## config.mk

```make
export PLATFORM = sky130hd
export DESIGN_NAME = instr_encoder
export DESIGN_NICKNAME = d
export VERILOG_FILES = /design/src/rtl/instr_encoder.sv
export SDC_FILE = /design/constraint.sdc
export NUM_CORES = 1
export LEC_CHECK = 0
export CORE_MARGIN = 5
export CORE_UTILIZATION = 35
export DETAILED_ROUTE_END_ITERATION = 8
export PLACE_DENSITY = 0.65
export SLEW_MARGIN = 20
export SYNTH_ARGS = -nofsm -noshare
export SYNTH_HDL_FRONTEND = slang
export SYNTH_SLANG_ARGS = --single-unit
```

## constraint.sdc

```tcl
create_clock -name clk -period 2.3 [get_ports clk]
set_clock_uncertainty 0.15 [all_clocks]
set_input_delay 0.46 -clock clk [delete_from_list [all_inputs] [get_ports clk]]
set_output_delay 0.46 -clock clk [all_outputs]
set_load 0.05 [all_outputs]
```

## src/rtl/instr_encoder.sv

```systemverilog
// Streaming MIPS instruction encoder / IM loader.
// Optional delay-slot NOP padding: INSTR_ENCODER_DELAY_SLOT_NOP_EN.
module instr_encoder #(
  parameter int ADDR_W    = 10,
  parameter int BASE_ADDR = 0
) (
  input  logic              clk,
  input  logic              reset,
  input  logic              clear,
  input  logic              in_valid,
  output logic              in_ready,
  input  logic [3:0]        kind,
  input  logic [4:0]        rs,
  input  logic [4:0]        rt,
  input  logic [4:0]        rd,
  input  logic [15:0]       imm,
  input  logic [25:0]       target,
  output logic              im_we,
  output logic [ADDR_W-1:0] im_addr,
  output logic [31:0]       im_wdata,
  output logic [ADDR_W:0]   count,
  output logic              full,
  output logic              err
);

  typedef enum logic {
    IDLE = 1'b0,
    PAD  = 1'b1
  } state_t;

  localparam logic [ADDR_W:0] DEPTH =
    (ADDR_W+1)'(1) << ADDR_W;
  localparam logic [ADDR_W-1:0] BASE =
    ADDR_W'(BASE_ADDR);

  state_t            state_q, state_d;
  logic [ADDR_W-1:0] ptr_q, ptr_d;
  logic [ADDR_W-1:0] addr_q, addr_d;
  logic [ADDR_W:0]   cnt_q, cnt_d;
  logic [31:0]       wdata_q, wdata_d;
  logic              we_q, we_d;
  logic              err_q, err_d;

  logic [31:0] enc;
  logic        legal;
  logic        accept;
  logic        idle_ok;

  // Pack the symbolic request into a MIPS word
  always_comb begin
    enc   = '0;
    legal = 1'b1;
    case (kind)
      4'd0: enc = {6'b000000, rs, rt, rd, 5'b0, 6'b100001};
      4'd1: enc = {6'b000000, rs, rt, rd, 5'b0, 6'b100011};
      4'd2: enc = {6'b100011, rs, rt, imm};
      4'd3: enc = {6'b101011, rs, rt, imm};
      4'd4: enc = {6'b000100, rs, rt, imm};
      4'd5: enc = {6'b001111, 5'b0, rt, imm};
      4'd6: enc = {6'b001101, rs, rt, imm};
      4'd7: enc = {6'b000011, target};
      4'd8: enc = {6'b000000, rs, 15'b0, 6'b001000};
      default: legal = 1'b0;
    endcase
  end

  assign full    = (cnt_q == DEPTH);
  assign idle_ok = (state_q == IDLE) && !full && !clear;

`ifdef INSTR_ENCODER_DELAY_SLOT_NOP_EN
  logic            is_br;
  logic [ADDR_W:0] free;
  assign is_br = (kind == 4'd4) || (kind == 4'd7) ||
                 (kind == 4'd8);
  assign free  = DEPTH - cnt_q;
  // A branch needs room for itself plus its delay-slot NOP
  assign in_ready = idle_ok &&
    !(is_br && (free < (ADDR_W+1)'(2)));
`else
  assign in_ready = idle_ok;
`endif

  assign accept = in_valid && in_ready;

  // Next-state: clear wins, then pad write, then accept
  always_comb begin
    state_d = state_q;
    ptr_d   = ptr_q;
    addr_d  = addr_q;
    cnt_d   = cnt_q;
    wdata_d = wdata_q;
    we_d    = 1'b0;
    err_d   = err_q;
    if (clear) begin
      state_d = IDLE;
      ptr_d   = BASE;
      cnt_d   = '0;
      err_d   = 1'b0;
`ifdef INSTR_ENCODER_DELAY_SLOT_NOP_EN
    end else if (state_q == PAD) begin
      we_d    = 1'b1;
      addr_d  = ptr_q;
      wdata_d = 32'h0000_0000;
      ptr_d   = ptr_q + 1'b1;
      cnt_d   = cnt_q + 1'b1;
      state_d = IDLE;
`endif
    end else if (accept) begin
      if (legal) begin
        we_d    = 1'b1;
        addr_d  = ptr_q;
        wdata_d = enc;
        ptr_d   = ptr_q + 1'b1;
        cnt_d   = cnt_q + 1'b1;
`ifdef INSTR_ENCODER_DELAY_SLOT_NOP_EN
        if (is_br) state_d = PAD;
`endif
      end else begin
        err_d = 1'b1;
      end
    end
  end

  // State and output registers
  always_ff @(posedge clk or negedge reset) begin
    if (!reset) begin
      state_q <= IDLE;
      ptr_q   <= BASE;
      addr_q  <= BASE;
      cnt_q   <= '0;
      wdata_q <= '0;
      we_q    <= 1'b0;
      err_q   <= 1'b0;
    end else begin
      state_q <= state_d;
      ptr_q   <= ptr_d;
      addr_q  <= addr_d;
      cnt_q   <= cnt_d;
      wdata_q <= wdata_d;
      we_q    <= we_d;
      err_q   <= err_d;
    end
  end

  assign im_we    = we_q;
  assign im_addr  = addr_q;
  assign im_wdata = wdata_q;
  assign count    = cnt_q;
  assign err      = err_q;

endmodule

```

==> Word-level counts from Yosys, hierarchy flattened <==
Cells that the tools add are included.
{ "word_totals": {"in_bits": 65, "register_bits": 65, "out_inout_bits": 57} }
{ "op_classes": {"mux": 14, "eq_ne": 10, "reduce_logical": 11, "addsub": 2, "bitwise": 1} }
{ "op_table": {"columns": ["operator", "count"], "rows": [
  ["$pmux W32 S9", 1],
  ["$mux W11", 3],
  ["$mux W10", 3],
  ["$eq A4 B3 Y1 const B", 4],
  ["$add A11 B1 Y11 const B", 1],
  ["$eq A11 B11 Y1 const B", 1],
  ["$add A10 B1 Y10 const B", 1],
  ["$reduce_or A9 Y1", 1],
  ["$eq A4 B2 Y1 const B", 2],
  ["$mux W1", 7],
  ["$eq A4 B1 Y1 const B", 1],
  ["$eq A4 B4 Y1 const B", 1],
  ["$logic_not A4 Y1", 1],
  ["$reduce_and A2 Y1", 2],
  ["$reduce_bool A2 Y1", 2],
  ["$reduce_and A3 Y1", 1],
  ["$logic_and A1 B1 Y1", 2],
  ["$logic_not A1 Y1", 2],
  ["$ne A2 B2 Y1 const B", 1],
  ["$not A1 Y1", 1]
]} }

==> Depth between registers and ports, before layout <==
Gate-level depths: netlist of the first run.
{ "depth": {"depth_word": 6, "depth_mapped": 8} }

==> Least setup slack after synthesis of the first run <==
OpenSTA, ideal clock, no wires.
{ "synth_timing": {"kind": "register -> output", "from": "reg cnt_q[0] (netlist: count[0])", "to": "out in_ready", "required_ps": 1690, "path_buffers": 2, "setup_slack_ps": -505, "arrival_ps": 2195, "stages_incl_launch_ff": 8, "path_cell_list": "dfrtp_1 inv_1 ha_1 nand4_2 inv_2 buf_6 buf_6 nor2_1"} }
{ "synth_between": {"elab_chain_len": 3} }
{ "synth_lines": {"columns": ["element", "line", "rtl"], "rows": [
  ["start, declared", "39", "logic [ADDR_W:0] cnt_q, cnt_d;"],
  ["start signal, assigned", "138", "cnt_q <= cnt_d;"],
  ["$eq A11 B11 Y1", "67", "assign full = (cnt_q == DEPTH);"],
  ["net full", "22", "output logic full,"],
  ["$logic_not A1 Y1", "68", "assign idle_ok = (state_q == IDLE) && !full && !clear;"],
  ["$logic_and A1 B1 Y1", "68", null],
  ["end, declared", "11", "output logic in_ready,"]
]} }
The timed path passes the listed nets, and every way through them passes these cells.

==> Final worst setup path of the first run <==
{ "layout_timing": {"from": "reg cnt_q[2] (netlist: count[2])", "to": "out count[2]"} }
{ "layout_lines": {"columns": ["element", "line", "rtl"], "rows": [
  ["end, declared", "21", "output logic [ADDR_W:0] count,"]
]} }
No word-level cell between the ends.

==> results of run 1 <==
-- how the worst max path moves through the flow --
stage | start | to | cells after the start
5_1_grt | count[3] | in_ready | 5
2_1_floorplan | count[3] | in_ready | 6
3_3_place_gp | kind[1] | count[7] | 6
4_1_cts | count[9] | count[9] | 1
3_5_place_dp | kind[1] | count[10] | 6
6_report | count[2] | count[2] | 1
-- layer usage --
layer | track usage, % | part of all wire [%]
met5 | 0 | 0
met3 | 6.81 | 9.2
met2 | 28.0 | 48
met4 | 4.69 | 1.0
met1 | 20.5 | 42
-- cell usage after synthesis (all sizes together) (3+ instances only) --
| master | instances |
|---|---|
| a2111oi | 3 |
| a211oi | 3 |
| a21oi | 13 |
| a22o | 10 |
| a22oi | 7 |
| a32oi | 5 |
| buf | 12 |
| clkbuf | 9 |
| dfrtp | 64 |
| ha | 3 |
| inv | 14 |
| mux2 | 34 |
| mux2i | 7 |
| nand2 | 10 |
| nand2b | 4 |
| nand3 | 9 |
| nand4 | 8 |
| nor2 | 16 |
| nor2b | 6 |
| nor4 | 3 |
| o21a | 3 |
| o21ai | 7 |
| o22ai | 4 |
| o2bb2ai | 5 |
| o31ai | 10 |
| or4 | 8 |
| xor2 | 4 |
-- registers in the layout (all words and copies together), names as in the netlist --
register / count
im_wdata: 31
count: 11
im_addr: 10
ptr_q: 10
err: 1
im_we: 1
-- cells by family (layout without fill, tap and decap cells) --
kind of cell | after synthesis | in the layout
AO/OA/AOI/OAI | 76 | 76
XOR/XNOR | 6 | 6
adder cells (fa/ha/maj) | 3 | 3
buffers and inverters | 35 | 194
flip-flops | 64 | 64
multiplexers | 41 | 41
other | 1 | 1
AND/OR/NAND/NOR | 76 | 76
-- power by group through the flow --
stage / Combinational, mW / Clock (mW) / Sequential (mW)
2_1_floorplan: 0.226 / 0 / 1.68
3_3_place_gp: 1.06 / 0 / 1.31
3_5_place_dp: 1.07 / 0 / 1.32
4_1_cts: 1.08 / 1.10 / 1.30
5_1_grt: 1.13 / 1.16 / 1.31
6_report: 1.06 / 1.07 / 1.30
-- stage by stage --
stage	hold slack [ps]	setup TNS (ps)	setup slack (ps)
3_3_place_gp	218	-5710	-208
4_1_cts	361	0	29.5
6_report	354	0	72.5
5_1_grt	375	-20.6	-20.6
3_5_place_dp	223	-8940	-265
2_1_floorplan	14.4	0	13.3
-- cell usage in the layout, fill, tap and decap left out, drive strengths merged, types with 6 or more instances in the layout --
cell type / instances
a21oi: 13
a22o: 10
a22oi: 7
buf: 46
clkbuf: 9
clkdlybuf4s50: 116
dfrtp: 64
inv: 14
mux2: 34
mux2i: 7
nand2: 10
nand3: 9
nand4: 8
nor2: 16
nor2b: 6
o21ai: 7
o31ai: 10
or4: 8
-- area by class of cell --
type,count,area share (%)
Timing Repair Buffer,164,30.5
Sequential cell,64,30.5
Inverter,14,1.04
Multi-Input combinational cell,203,30.7
Tap cell,129,3.05
Clock buffer,9,2.34
Clock inverter,7,1.82
-- what timing repair did --
action                     CTS  global route
buffers inserted             2             0
hold buffers                 1             0
pin swaps                    1             1
setup endpoints to repair    2             2
hold endpoints to repair    10             0
gates resized for setup      1             2
==> impl_metrics.tcl, run 1 <==
set metrics [dict create \
    status "completed" \
    fin_util_pct 56.7 \
    ant_nets 0 \
    synthTopCellsByArea "dfrtp_1 (47%), mux2_2 (11%), a22o_1 (2.6%)" \
    slowest_delay_ps 830 \
    synth_flop_cell "dfrtp_1" \
    hpwl_um 7300 \
    root_buffer "clkbuf_8" \
    grt_overflow_total 0 \
    vias 2988 \
    gp_congestion 0.789 \
    swShare_pct 33.4 \
    seqCellArea_um2 1610 \
    synthAdderAreaFrac_pct 1.11 \
    ioPinCount 122 \
    avgSynthCellArea_um2 11.2 \
    hp-start "im_addr[8]" \
    grt_pass1_vias 3120 \
    final_max_slew_viol_count 0 \
    power.net_switching_mw 1.14 \
    hold_viol_final 0 \
    p_leak_nw 2.20 \
    r2r_cells 8 \
    critPathBufInv 1 \
    intPower_mw 2.28 \
    path_cells "clkdlybuf4s50_1" \
    rr_endpoint "ptr_q[7]" \
    r2r_slack_ps 180 \
    crit_type "flop to output port" \
    synth_top_area_cell "dfrtp_1" \
    grt_max_degree 37 \
    post_drt_via_cell_ratio 5.06 \
    setup_viol 0 \
    synth_compound_area_share_pct 17.7 \
    worst_pin_slew_ps 554 \
    first_pass_iters 4 \
    totalWireLength_um 9470 \
    clock-sinks 64 \
    drc 0 \
    rsz0062_at_grt "true" \
    maxCapViolCount 0 \
    whs_path_depth 1 \
    fin_crit_sh_pct 96.8 \
    synth_enable_flop_cells 0 \
    synth_async_sr_flop_share_pct 100 \
    area_growth_pct 56.3 \
    clock_latency_ps 340 \
    drt-wirelength-per-cell_um 16.1 \
    dieArea_um2 11700 \
    start_util_pct 36.3 \
    grt_pass1_wl_um 15500 \
    synthDistinctLibCells 49 \
    synth.net_count 370 \
    hold_path.class "flop to flop" \
    die_height_um 108 \
    finalPower_mw 3.43 \
    cts-buffers-inserted 9 \
    slew_headroom_pct 62.9 \
    clock_path_buffers 2 \
    die_width_um 108 \
    row_count 35 \
    fin_cells 590 \
    min_to "im_addr[8]" \
    p_seq_share_pct 37.8 \
    antenna_found_initial 0 \
    htreeDepth 3 \
    cts_tree "done" \
    p_clk_share_pct 31.2 \
    cp_data_arrival_time_ps 1620 \
    yosys-mux-area-fraction_pct 13.5 \
    antennaDiodeCount 0 \
    ys_seq_elements 64 \
    synth-xor-area-share_pct 1.55 \
    ys_seq_area_share_pct 47.3 \
    ir_drop_mv 0.320 \
    cp_top_family "buffers and inverters" \
    worstPathMaxFanout 8 \
    placed_area_um2 5030 \
    dp_cells 571 \
    drive_gt1_share_pct 25.8 \
    synth-simple-area-share_pct 13.2 \
    nets 524 \
    min_period_ps 2230 \
    startpoint_type "flop" \
    synth_top_family_by_area "compound AO/OA/AOI/OAI gates" \
    end_kind "output port" \
    powerDensity_nw_per_um2 649 \
    place.port_buffers 120 \
    power_frac_comb_pct 31.0 \
    placeableCoreArea_um2 9330 \
    required_ps 1690 \
    final_area_um2 5290 \
    yosys_warnings 0 \
    drt_iter0_drc 139 \
    timing.rr.start "count[0]" \
    synth_top_area_share_pct 47.3 \
    fillers 833 \
    clk_pin_slew_worst_paths_ps 80 \
    cp_slowest_cell "clkdlybuf4s50_1" \
    synthCells 302 \
    fmax_mhz 449 \
    grt_usage_pct 16.9 \
    multi_input_area_um2 1620 \
    netlist_area_um2 3380 \
]
No activity file was read; power rests on OpenSTA's default activity.
==> inputs of run 2 (changes only) <==
==> constraint.sdc (replaced) <==
create_clock -name clk -period 2.33 [get_ports clk]
set_clock_uncertainty 0.15 [all_clocks]
set_input_delay 0.466 -clock clk [delete_from_list [all_inputs] [get_ports clk]]
set_output_delay 0.466 -clock clk [all_outputs]
set_load 0.05 [all_outputs]
==> impl_metrics.tcl, run 2 (synthesized netlist as in run 1, its figures left out) <==
set metrics [dict create \
    status "completed" \
    fmax_mhz 443 \
    cp_data_arrival_time_ps 1640 \
    required_ps 1710 \
    cts-buffers-inserted 9 \
    hpwl_um 7170 \
    grt_pass1_wl_um 15600 \
    finalPower_mw 3.13 \
    ant_nets 0 \
    htreeDepth 3 \
    p_leak_nw 2.14 \
    drt-wirelength-per-cell_um 16.1 \
    path_cells "nor4_4, nand4_2, clkinv_4, nor2_4, buf_12" \
    row_count 35 \
    slew_headroom_pct 64.0 \
    r2r_slack_ps 250 \
    antenna_found_initial 0 \
    crit_type "flop to output port" \
    root_buffer "clkbuf_8" \
    grt_usage_pct 17.0 \
    ir_drop_mv 0.296 \
    vias 2984 \
    hp-start "im_wdata[3]" \
    rsz0062_at_grt "false" \
    setup_viol 0 \
    drc 0 \
    grt_overflow_total 0 \
    drive_gt1_share_pct 24.0 \
    placeableCoreArea_um2 9330 \
    worst_pin_slew_ps 539 \
    dieArea_um2 11700 \
    maxCapViolCount 0 \
    place.port_buffers 120 \
    final_cell_mix "clkdlybuf4s50_1 (116), dfrtp_1 (55), buf_4 (35)" \
    grt_max_degree 47 \
    drt_iter0_drc 107 \
    slowest_delay_ps 460 \
    ioPinCount 122 \
    start_util_pct 36.3 \
    clock_path_buffers 2 \
    dp_cells 567 \
    grt_pass1_vias 3209 \
    worstPathMaxFanout 9 \
    timing.rr.start "count[0]" \
    powerDensity_nw_per_um2 606 \
    clock_latency_ps 340 \
    startpoint_type "flop" \
    min_period_ps 2260 \
    totalWireLength_um 9400 \
    largest_reg_flops 31 \
    post_drt_via_cell_ratio 5.12 \
    antennaDiodeCount 0 \
    clk_pin_slew_worst_paths_ps 70 \
    nets 519 \
    fin_crit_sh_pct 96.8 \
    first_pass_iters 4 \
    hold_viol_final 0 \
    end_kind "output port" \
    clock-sinks 64 \
    cp_slowest_cell "dfrtp_2" \
    final_max_slew_viol_count 0 \
    final_common_cell "clkdlybuf4s50_1" \
    die_height_um 108 \
    cts_tree "done" \
    fin_cells 583 \
    hold_path.class "flop to flop" \
    die_width_um 108 \
    startpoint "count[3]" \
    area_growth_pct 52.6 \
    gp_congestion 0.777 \
]
## run 2: critical path, delay by kind of cell (launching register included)
family | cells | cell delay (ps)
flops | 1 | 460
buf+inv | 2 | 290
simple gates | 3 | 560
## run 2: through the flow
stage	TNS [ps]	instance area (um2)	worst slack, ps	hold WS (ps)	utilization, %
global placement	-5330	4970	-181	294	53.3
floorplan	0	3410	16.2	20.4	-
global route	0	5160	4.14	378	55.3
detailed placement	-7230	4970	-229	295	53.3
CTS	0	5150	26.3	358	55.2
finish	0	5160	73.7	350	55.3
## run 2: per-layer routing
layer	track usage [%]	vias to the layer above	part of all wire, %
li1	-	1428	-
met1	20.1	1423	42
met2	27.8	120	47
met3	7.40	13	9.7
met4	5.41	0	1.3
met5	0	-	0
## run 2: worst paths after layout
path	end	depth (start not counted)
hold reg to reg	im_wdata[3]	1
max in group asynchronous	im_wdata[2]	3
min in group asynchronous	count[9]	2
setup reg to reg	ptr_q[9]	7
hold / removal	im_wdata[3]	1
setup / recovery	in_ready	5
## run 2: cell type report
type | instances | area (um2)
clock buffer | 13 | 149
sequential | 64 | 1610
fill | 851 | 4170
timing repair buffer | 159 | 1550
multi-input combinational | 203 | 1620
clock inverter | 1 | 5.00
inverter | 14 | 57.6
tap | 129 | 161
## run 2: repair_timing
| item | 4_1_cts | 5_1_grt |
|---|---|---|
| endpoints found under the setup margin | 2 | 1 |
| hold buffers | 1 | 0 |
| resized for setup | 1 | 3 |
| endpoints found under the hold margin | 18 | 0 |
| pin swaps | 1 | 0 |
| buffers inserted | 1 | 0 |
## run 2: report_power, final
group | total (mW) | internal [mW] | leakage [nW] | switching, mW
Sequential | 1.28 | 1.22 | 0.843 | 0.0642
Combinational | 1.04 | 0.432 | 1.22 | 0.609
Clock | 0.807 | 0.403 | 0.0794 | 0.404
Total | 3.13 | 2.05 | 2.14 | 1.08
==> inputs of run 3 (changes only) <==
--- a/config.mk
+++ b/config.mk
@@ -8,7 +8,7 @@
 export CORE_MARGIN = 5
 export CORE_UTILIZATION = 35
 export DETAILED_ROUTE_END_ITERATION = 8
-export PLACE_DENSITY = 0.65
+export PLACE_DENSITY = 0.72
 export SLEW_MARGIN = 20
 export SYNTH_ARGS = -nofsm -noshare
 export SYNTH_HDL_FRONTEND = slang
==> impl_metrics.tcl, run 3 (synthesized netlist as in run 1, its figures left out) <==
set metrics [dict create \
    postCtsHoldBufs 0 \
    cts_tree "done" \
    status "finished with violations" \
    worstPathMaxFanout 4 \
    finalHoldWorstSlack_ps -17.2 \
    clock_latency_ps 330 \
    p_clk_share_pct 29.4 \
    end_kind "output port" \
    cp_data_arrival_time_ps 1610 \
    slowest_delay_ps 840 \
    intPower_mw 2.19 \
    nets 517 \
    dieArea_um2 11700 \
    fin_crit_sh_pct 95.5 \
    grt_overflow_total 0 \
    post_drt_via_cell_ratio 5.14 \
    powerDensity_nw_per_um2 637 \
    drt-wirelength-per-cell_um 16.4 \
    fin_util_pct 55.3 \
    place.port_buffers 120 \
    p_leak_nw 2.13 \
    die_height_um 108 \
    vias 2996 \
    grt_usage_pct 17.4 \
    grt_pass1_vias 3176 \
    clk_pin_slew_worst_paths_ps 70 \
    start_util_pct 36.3 \
    min_period_ps 2230 \
    die_width_um 108 \
    antennaDiodeCount 0 \
    grt_max_degree 65 \
    totalWireLength_um 9590 \
    setup_ws_ps 105 \
    placeableCoreArea_um2 9330 \
    crit_type "flop to output port" \
    placed_area_um2 4950 \
    path_cells "clkdlybuf4s50_1" \
    htreeDepth 3 \
    clock_path_buffers 2 \
    cts-buffers-inserted 9 \
    cp_slowest_cell "clkdlybuf4s50_1" \
    hold_viol_final 7 \
    hpwl_um 7400 \
    clock-sinks 64 \
    row_count 35 \
    ant_nets 0 \
    swShare_pct 33.3 \
    critPathBufInv 1 \
    rsz0062_at_grt "false" \
    largest_reg_flops 31 \
    maxCapViolCount 0 \
    hold_path.class "input pin to async pin" \
    worst_pin_slew_ps 556 \
    cp_top_family "buffers and inverters" \
    fmax_mhz 449 \
    area_growth_pct 52.6 \
    first_pass_iters 4 \
    totalNegativeSetupSlack_ps 0 \
    startpoint_type "flop" \
    root_buffer "clkbuf_8" \
    slew_headroom_pct 62.8 \
    power_frac_comb_pct 31.6 \
    ioPinCount 122 \
    setup_viol 0 \
    gp_congestion 0.791 \
    final_max_slew_viol_count 0 \
    p_seq_share_pct 39.0 \
    required_ps 1710 \
    final_common_cell "clkdlybuf4s50_1" \
    dp_slack_ps -225 \
    fillers 823 \
    ir_drop_mv 0.344 \
    power.net_switching_mw 1.10 \
    antenna_found_initial 0 \
    drive_gt1_share_pct 24.4 \
    drt_iter0_drc 102 \
    final_area_um2 5160 \
    final_cell_mix "clkdlybuf4s50_1 (117), dfrtp_1 (55), buf_4 (35)" \
    violations "hold timing" \
    grt_pass1_wl_um 15900 \
    drc 0 \
]
## run 3: cell count changes in the layout (fill, tap and decap cells not counted), sizes merged
cell and change:
inv +1, buf -1, dlymetal6s2s -1, bufinv +1, dlygate4sd3 -1, clkdlybuf4s50 +1
## run 3: final cells by class
cell class,instances,area [um2],area share [%]
Sequential cell,64,1610,31.2
Multi-Input combinational cell,203,1620,31.3
Inverter,14,55.1,1.07
Clock buffer,13,159,3.08
Tap cell,129,161,3.13
Clock inverter,3,40.0,0.776
Timing Repair Buffer,157,1520,29.4
## run 3: per-stage QoR
| stage | total power, mW | std cells |
|---|---|---|
| floorplan | 1.88 | 302 |
| global placement | 2.33 | 565 |
| detailed placement | 2.34 | 565 |
| CTS | 3.33 | 583 |
| global route | 3.45 | 583 |
| finish | 3.29 | 583 |
## run 3: routing by layer
layer,vias to the layer above,global-route usage (%),routed length (um)
met4,0,6.67,128
met1,1445,20.5,3850
met2,113,28.6,4640
li1,1426,-,-
met3,12,6.87,969
met5,-,0,0
## run 3: timing repair
action	CTS	global route
gates resized for setup	1	0
setup endpoints to repair	2	0
setup buffers	2	0
## run 3: power by group through the flow
stage | logic (mW) | clock network [mW] | registers, mW
floorplan | 0.223 | 0 | 1.66
global route | 1.10 | 1.05 | 1.30
detailed placement | 1.04 | 0 | 1.30
CTS | 1.05 | 0.996 | 1.28
global placement | 1.03 | 0 | 1.30
finish | 1.04 | 0.967 | 1.28
## run 3: path summary, 6_finish.rpt
check	startpoint	to	slack, ps	depth (start not counted)
max	count[9]	count[9]	100	1
min	reset	im_wdata[0]	-20	2
max reg2reg	count[0]	ptr_q[4]	230	8
min reg2reg	im_addr[9]	im_addr[9]	360	1
max in group asynchronous	reset	count[2]	1710	2
min in group clk	im_addr[9]	im_addr[9]	360	1
